<file path="src/rtl/seq_alu_unit.sv">
// Sequential add/sub/logic/compare unit with a shift-add multiplier.
// Accepts one operation at a time over valid/ready and holds the result until the consumer takes it.
module seq_alu_unit #(
  parameter int WIDTH = 4,
  parameter int CNT_W = 3
) (
  input  logic               clk,
  input  logic               rst,
  input  logic               in_valid,
  output logic               in_ready,
  input  logic [2:0]         op,
  input  logic [WIDTH-1:0]   a,
  input  logic [WIDTH-1:0]   b,
  output logic               out_valid,
  input  logic               out_ready,
  output logic [2*WIDTH-1:0] result,
  output logic               carry,
  output logic               eq,
  output logic               lt,
  output logic               gt,
  output logic               err
);

  // state | meaning
  // IDLE  | waiting for an operation, in_ready high
  // MUL   | shift-add iterations in progress
  // DONE  | result held, out_valid high until out_ready
  typedef enum logic [1:0] {IDLE, MUL, DONE} state_t;

  localparam logic [2:0] OP_ADD = 3'b000;
  localparam logic [2:0] OP_SUB = 3'b001;
  localparam logic [2:0] OP_AND = 3'b010;
  localparam logic [2:0] OP_OR  = 3'b011;
  localparam logic [2:0] OP_XOR = 3'b100;
  localparam logic [2:0] OP_CMP = 3'b101;
  localparam logic [2:0] OP_MUL = 3'b110;

  state_t               state;
  logic [2*WIDTH-1:0]   acc;
  logic [2*WIDTH-1:0]   mcand;
  logic [WIDTH-1:0]     mplier;
  logic [CNT_W-1:0]     cnt;
  logic [WIDTH:0]       sum;
  logic [WIDTH:0]       diff;
  logic [2*WIDTH-1:0]   acc_next;

  assign sum      = {1'b0, a} + {1'b0, b};
  assign diff     = {1'b0, a} - {1'b0, b};
  assign acc_next = acc + (mplier[0] ? mcand : '0);

  assign in_ready  = (state == IDLE) && !rst;
  assign out_valid = (state == DONE);

  always_ff @(posedge clk or posedge rst) begin
    if (rst) begin
      state  <= IDLE;
      acc    <= '0;
      mcand  <= '0;
      mplier <= '0;
      cnt    <= '0;
      result <= '0;
      carry  <= 1'b0;
      eq     <= 1'b0;
      lt     <= 1'b0;
      gt     <= 1'b0;
      err    <= 1'b0;
    end else begin
      case (state)
        IDLE: begin
          if (in_valid) begin
            eq    <= (a == b);
            lt    <= (a < b);
            gt    <= (a > b);
            carry <= 1'b0;
            err   <= 1'b0;
            state <= DONE;
            case (op)
              OP_ADD: begin
                result <= {{(WIDTH-1){1'b0}}, sum};
                carry  <= sum[WIDTH];
              end
              OP_SUB: begin
                result <= {{WIDTH{1'b0}}, diff[WIDTH-1:0]};
                carry  <= diff[WIDTH];
              end
              OP_AND: result <= {{WIDTH{1'b0}}, a & b};
              OP_OR:  result <= {{WIDTH{1'b0}}, a | b};
              OP_XOR: result <= {{WIDTH{1'b0}}, a ^ b};
              OP_CMP: result <= '0;
              OP_MUL: begin
                acc    <= '0;
                mcand  <= {{WIDTH{1'b0}}, a};
                mplier <= b;
                cnt    <= CNT_W'(WIDTH);
                state  <= MUL;
              end
              default: begin
                result <= '0;
                err    <= 1'b1;
              end
            endcase
          end
        end
        MUL: begin
          acc    <= acc_next;
          mplier <= mplier >> 1;
          mcand  <= mcand << 1;
          cnt    <= cnt - 1'b1;
          // final iteration lands its partial product straight into result
          if (cnt == CNT_W'(1)) begin
            result <= acc_next;
            state  <= DONE;
          end
        end
        DONE: begin
          if (out_ready) state <= IDLE;
        end
        default: state <= IDLE;
      endcase
    end
  end

endmodule

</file>
<file path="config.mk">
export PLATFORM = sky130hd
export DESIGN_NAME = seq_alu_unit
export DESIGN_NICKNAME = d
export VERILOG_FILES = /design/src/rtl/seq_alu_unit.sv
export SDC_FILE = /design/constraint.sdc
export NUM_CORES = 1
export LEC_CHECK = 0
export CAP_MARGIN = 10
export CORE_MARGIN = 2
export CORE_UTILIZATION = 55
export DETAILED_ROUTE_END_ITERATION = 10
export GPL_ROUTABILITY_DRIVEN = 0
export PLACE_DENSITY = 0.83
export SETUP_SLACK_MARGIN = 0.2
export SYNTH_ARGS = -nofsm -noshare
export SYNTH_HDL_FRONTEND = slang
export SYNTH_SLANG_ARGS = --single-unit
</file>
<file path="constraint.sdc">
create_clock -name clk -period 4 [get_ports clk]
set_clock_uncertainty 0.2 [all_clocks]
set_input_delay 0.8 -clock clk [delete_from_list [all_inputs] [get_ports clk]]
set_output_delay 0.8 -clock clk [all_outputs]
set_load 0.05 [all_outputs]
</file>
Word-level counts from Yosys, hierarchy flattened --
Cells that the tools add are included.
Storage, ports and cells: input bits 15, register bits after elaboration 38, word-level logic and storage cells 69, output and inout port bits 15
Cells by class: bitwise gates (word level) 3, muxes and demuxes 24, reduce and logical (&&, ||, !) cells 10, eq/ne operators 15, add/subtract/negate cells 4, order comparisons 2
Operators by type and width (number):
- 8-bit two-way mux | 7
- 8-bit case mux with 2 select lines | 3
- 8-bit case mux with 6 select lines | 1
- 3-bit == test, second input constant | 3
- 8-bit adder | 1
- 2-bit two-way mux | 4
- 4-bit two-way mux | 2
- 4-bit case mux with 2 select lines | 1
- 7-bit OR reduction | 1
- 3-bit by 1-bit == test with 1-bit output, second input constant | 2
- 3-bit by 2-bit == test with 1-bit output, second input constant | 2
- 3-bit two-way mux | 2
- 2-bit inequality test, second input constant | 3
- 2-bit case mux with 3 select lines | 1
- 3-bit case mux with 2 select lines | 1
- 3-bit AND reduction | 2
- 4-bit by 4-bit adder with 5-bit output | 1
- 4-bit by 4-bit subtractor with 5-bit output | 1
- 4-bit AND | 1
- 4-bit == test | 1
- 4-bit > comparator | 1
- 4-bit less-than comparator | 1
- 2-bit by 1-bit inequality test with 1-bit output, second input constant | 2
- 4-bit bitwise OR | 1
- 13 further kinds | 13

Longest topological paths before layout --
depth in word-level cells 4, mapped depth 8, gate-level depth less buffers 8

Worst setup path after synthesis --
Ideal clock, no wire load.
path type input-to-output, start point input port rst, end point output port in_ready, data arrival time 1.845 ns, path slack 1.155 ns, path buffers 0, data required time 3.000 ns, stages 1, cell sequence nor3_1
Between the ends: longest elaborated chain between the ends 2
RTL lines:
- from (decl) | line 8 | input logic rst,
- 1-bit logical NOT (no source line)
- 1-bit logical AND | line 51 | assign in_ready = (state == IDLE) && !rst;
- to (decl) | line 10 | output logic in_ready,
Every way passes these cells.

Final worst setup path --
Ends and elaborated chain as after synthesis.

==> results.cfg <==
[outcome]
status = finished clean

[final_layout]
utilization = 0.661
syn_to_final_growth_pct = 17.0
final_cell_area_mm2 = 0.00286
final_cells = 348
n_fill_cell = 361
layout-drive-gt1-share = 0.0642
insertedDiodeCount = 0
multi_input_area_mm2 = 0.00134
regArea_um2 = 951
nets = 334

[sta]
worst_slew_pin_slew_ns = 0.585
hold_viol = 0
rsz0062_at_grt = false
holdWs_ns = 0.282
drv_slew = 0
post-route-period-util = 0.798
setup-violations-final = 0
fmax_ghz = 0.313
min_period_ns = 3.19
slew-limit-headroom = 0.610
fin_ws_ns = 0.807
tns_ns = 0

[floorplan]
fp.dieArea_mm2 = 0.00499
num_rows = 24
die_height_um = 70.7
die_w_um = 70.7
core_mm2 = 0.00432
start_util = 0.565
num_io_pins = 30

[cts]
insertion_delay_ns = 0.29
htree_levels = 2
cts_root_buf = clkbuf_8
clockBufferDepth = 2
clk_pin_slew_ns = 0.07
postCtsSetupBuffers = 0
postCtsHoldBufs = 0
tritoncts = yes
cts_made_buffers = 5
numClockSinks = 38
ctsResizeCount = 0

[grt]
met1_usage = 0.302
grt_use_total = 0.223
use_met2 = 0.355
globalRoute.busiestLayer = met2
grt_start_max_net_pins = 30
grt.overflow.total = 0
grt_pass1_wl_um = 8830
met3_usage = 0.0413
antenna_found_initial = 0
grt_pass1_vias = 1904

[detailed_routing]
ant_nets = 0
drtPass1Iterations = 4
routed_via_density = 5.74
drtIter0Drc = 102
route.detailed.drc = 0
vias = 1999
totalWireLength_um = 5080
wl_per_cell_um = 14.6

[pwr]
power.density_mw_per_mm2 = 583
ir_worst_vdd_v = 0.000402
total_power_mw = 1.67
leakage_nw = 1.39

[yosys]
ys_types = 47
netlist_area_mm2 = 0.00244
synth_nets = 309
ys.flop_type = dfrtp_1
yosysMostFrequentCell = dfrtp_1
yosysWarnings = 0
yosysSeqAreaShare = 0.389
synth_edf_count = 0
async_flop_share = 1.00
synth.area.top_cells = dfrtp_1 (39%), ha_1 (11%), nand2_1 (5.2%), o21ai_0 (3.5%), inv_1 (3.4%)
synth_common_cells = dfrtp_1 (38), nand2_1 (34), inv_1 (22)
yosysTopAreaCell = dfrtp_1
synth_top_area_frac = 0.389
netlist_instances = 270
syn_avg_cell_area_um2 = 9.05
synth_seq_cells = 38

[worst_setup_path]
r2r_end = acc[6]
crit_arrival_ns = 2.19
cp_max_fo = 2
timing.rr.start = mplier[0]
critical_path_class = in2out
startpoint_type = input port
r2r_slack_ns = 1.46
required_ns = 3.00
r2r_cells = 8
end_kind = output port

[min_path]
hp-class = reg2reg
min_from = lt
whs_path_depth = 2
min_to = lt

[placement]
dp_hpwl_um = 3870
io_buffers = 29
pre_cts_ws_ns = 0.797
place_inst = 340
placed_cell_area_mm2 = 0.00275

[flow_run]
drv_cap = 0
## cell families (layout without fill, tap and decap cells)
family	count (synthesis)	in the layout	share of synthesized area
AOI/OAI and AO/OA	81	81	0.207
and+or+nand+nor	79	79	0.157
DFF	38	38	0.389
buffers and inverters	36	62	0.0629
adders and majority gates	24	24	0.132
xor gates and xnor gates	6	6	0.0215
muxes	6	6	0.0307
## layer usage
layer  part of all wire  wire length (um)  vias to the layer above
li1                   -                 -                      987
met5                  0                 0                        -
met1               0.45              2280                      937
met4              0.027               139                        0
met3              0.050               256                       14
met2               0.47              2400                       61
## how the worst max path moves through the flow
stage | startpoint | end | cells after the start
2_1_floorplan | rst | in_ready | 1
3_3_place_gp | rst | in_ready | 3
3_5_place_dp | b[0] | result[1] | 8
4_1_cts | rst | in_ready | 3
5_1_grt | rst | in_ready | 3
6_report | rst | in_ready | 3
## power breakdown
group	switching (mW)	total [mW]	internal (mW)	leakage, nW
Clock	0.136	0.319	0.183	0.0579
Sequential	0.103	0.632	0.528	0.500
Combinational	0.437	0.716	0.279	0.831
## flip-flops by register name, summed over array words and instances (netlist names)
name,count
eq,1
gt,1
acc,8
state,2
err,1
carry,1
cnt,3
lt,1
mcand,8
result,8
mplier,4
## layout make-up
class,instances,area share
inverter,22,0.0289
multi-input combinational,196,0.469
sequential,38,0.332
tap,52,0.0227
timing repair buffer,32,0.109
clock buffer,5,0.0241
clock inverter,3,0.0140
## worst max-delay path, stage by stage
cell	delay, ns
clkdlybuf4s50_1	0.42
nor3_1	0.14
clkdlybuf4s50_1	0.83
## layout by cell type, fill, tap and decap left out, drive strengths merged, types with 5 or more instances in the layout
master / n
a21oi: 17
nand2: 34
o31ai: 5
ha: 21
a22o: 6
o21ai: 29
dfrtp: 38
clkdlybuf4s50: 29
clkbuf: 5
inv: 22
and2: 8
a31oi: 5
a21o: 6
nor2: 16
Power figures use the tool's default switching activity.
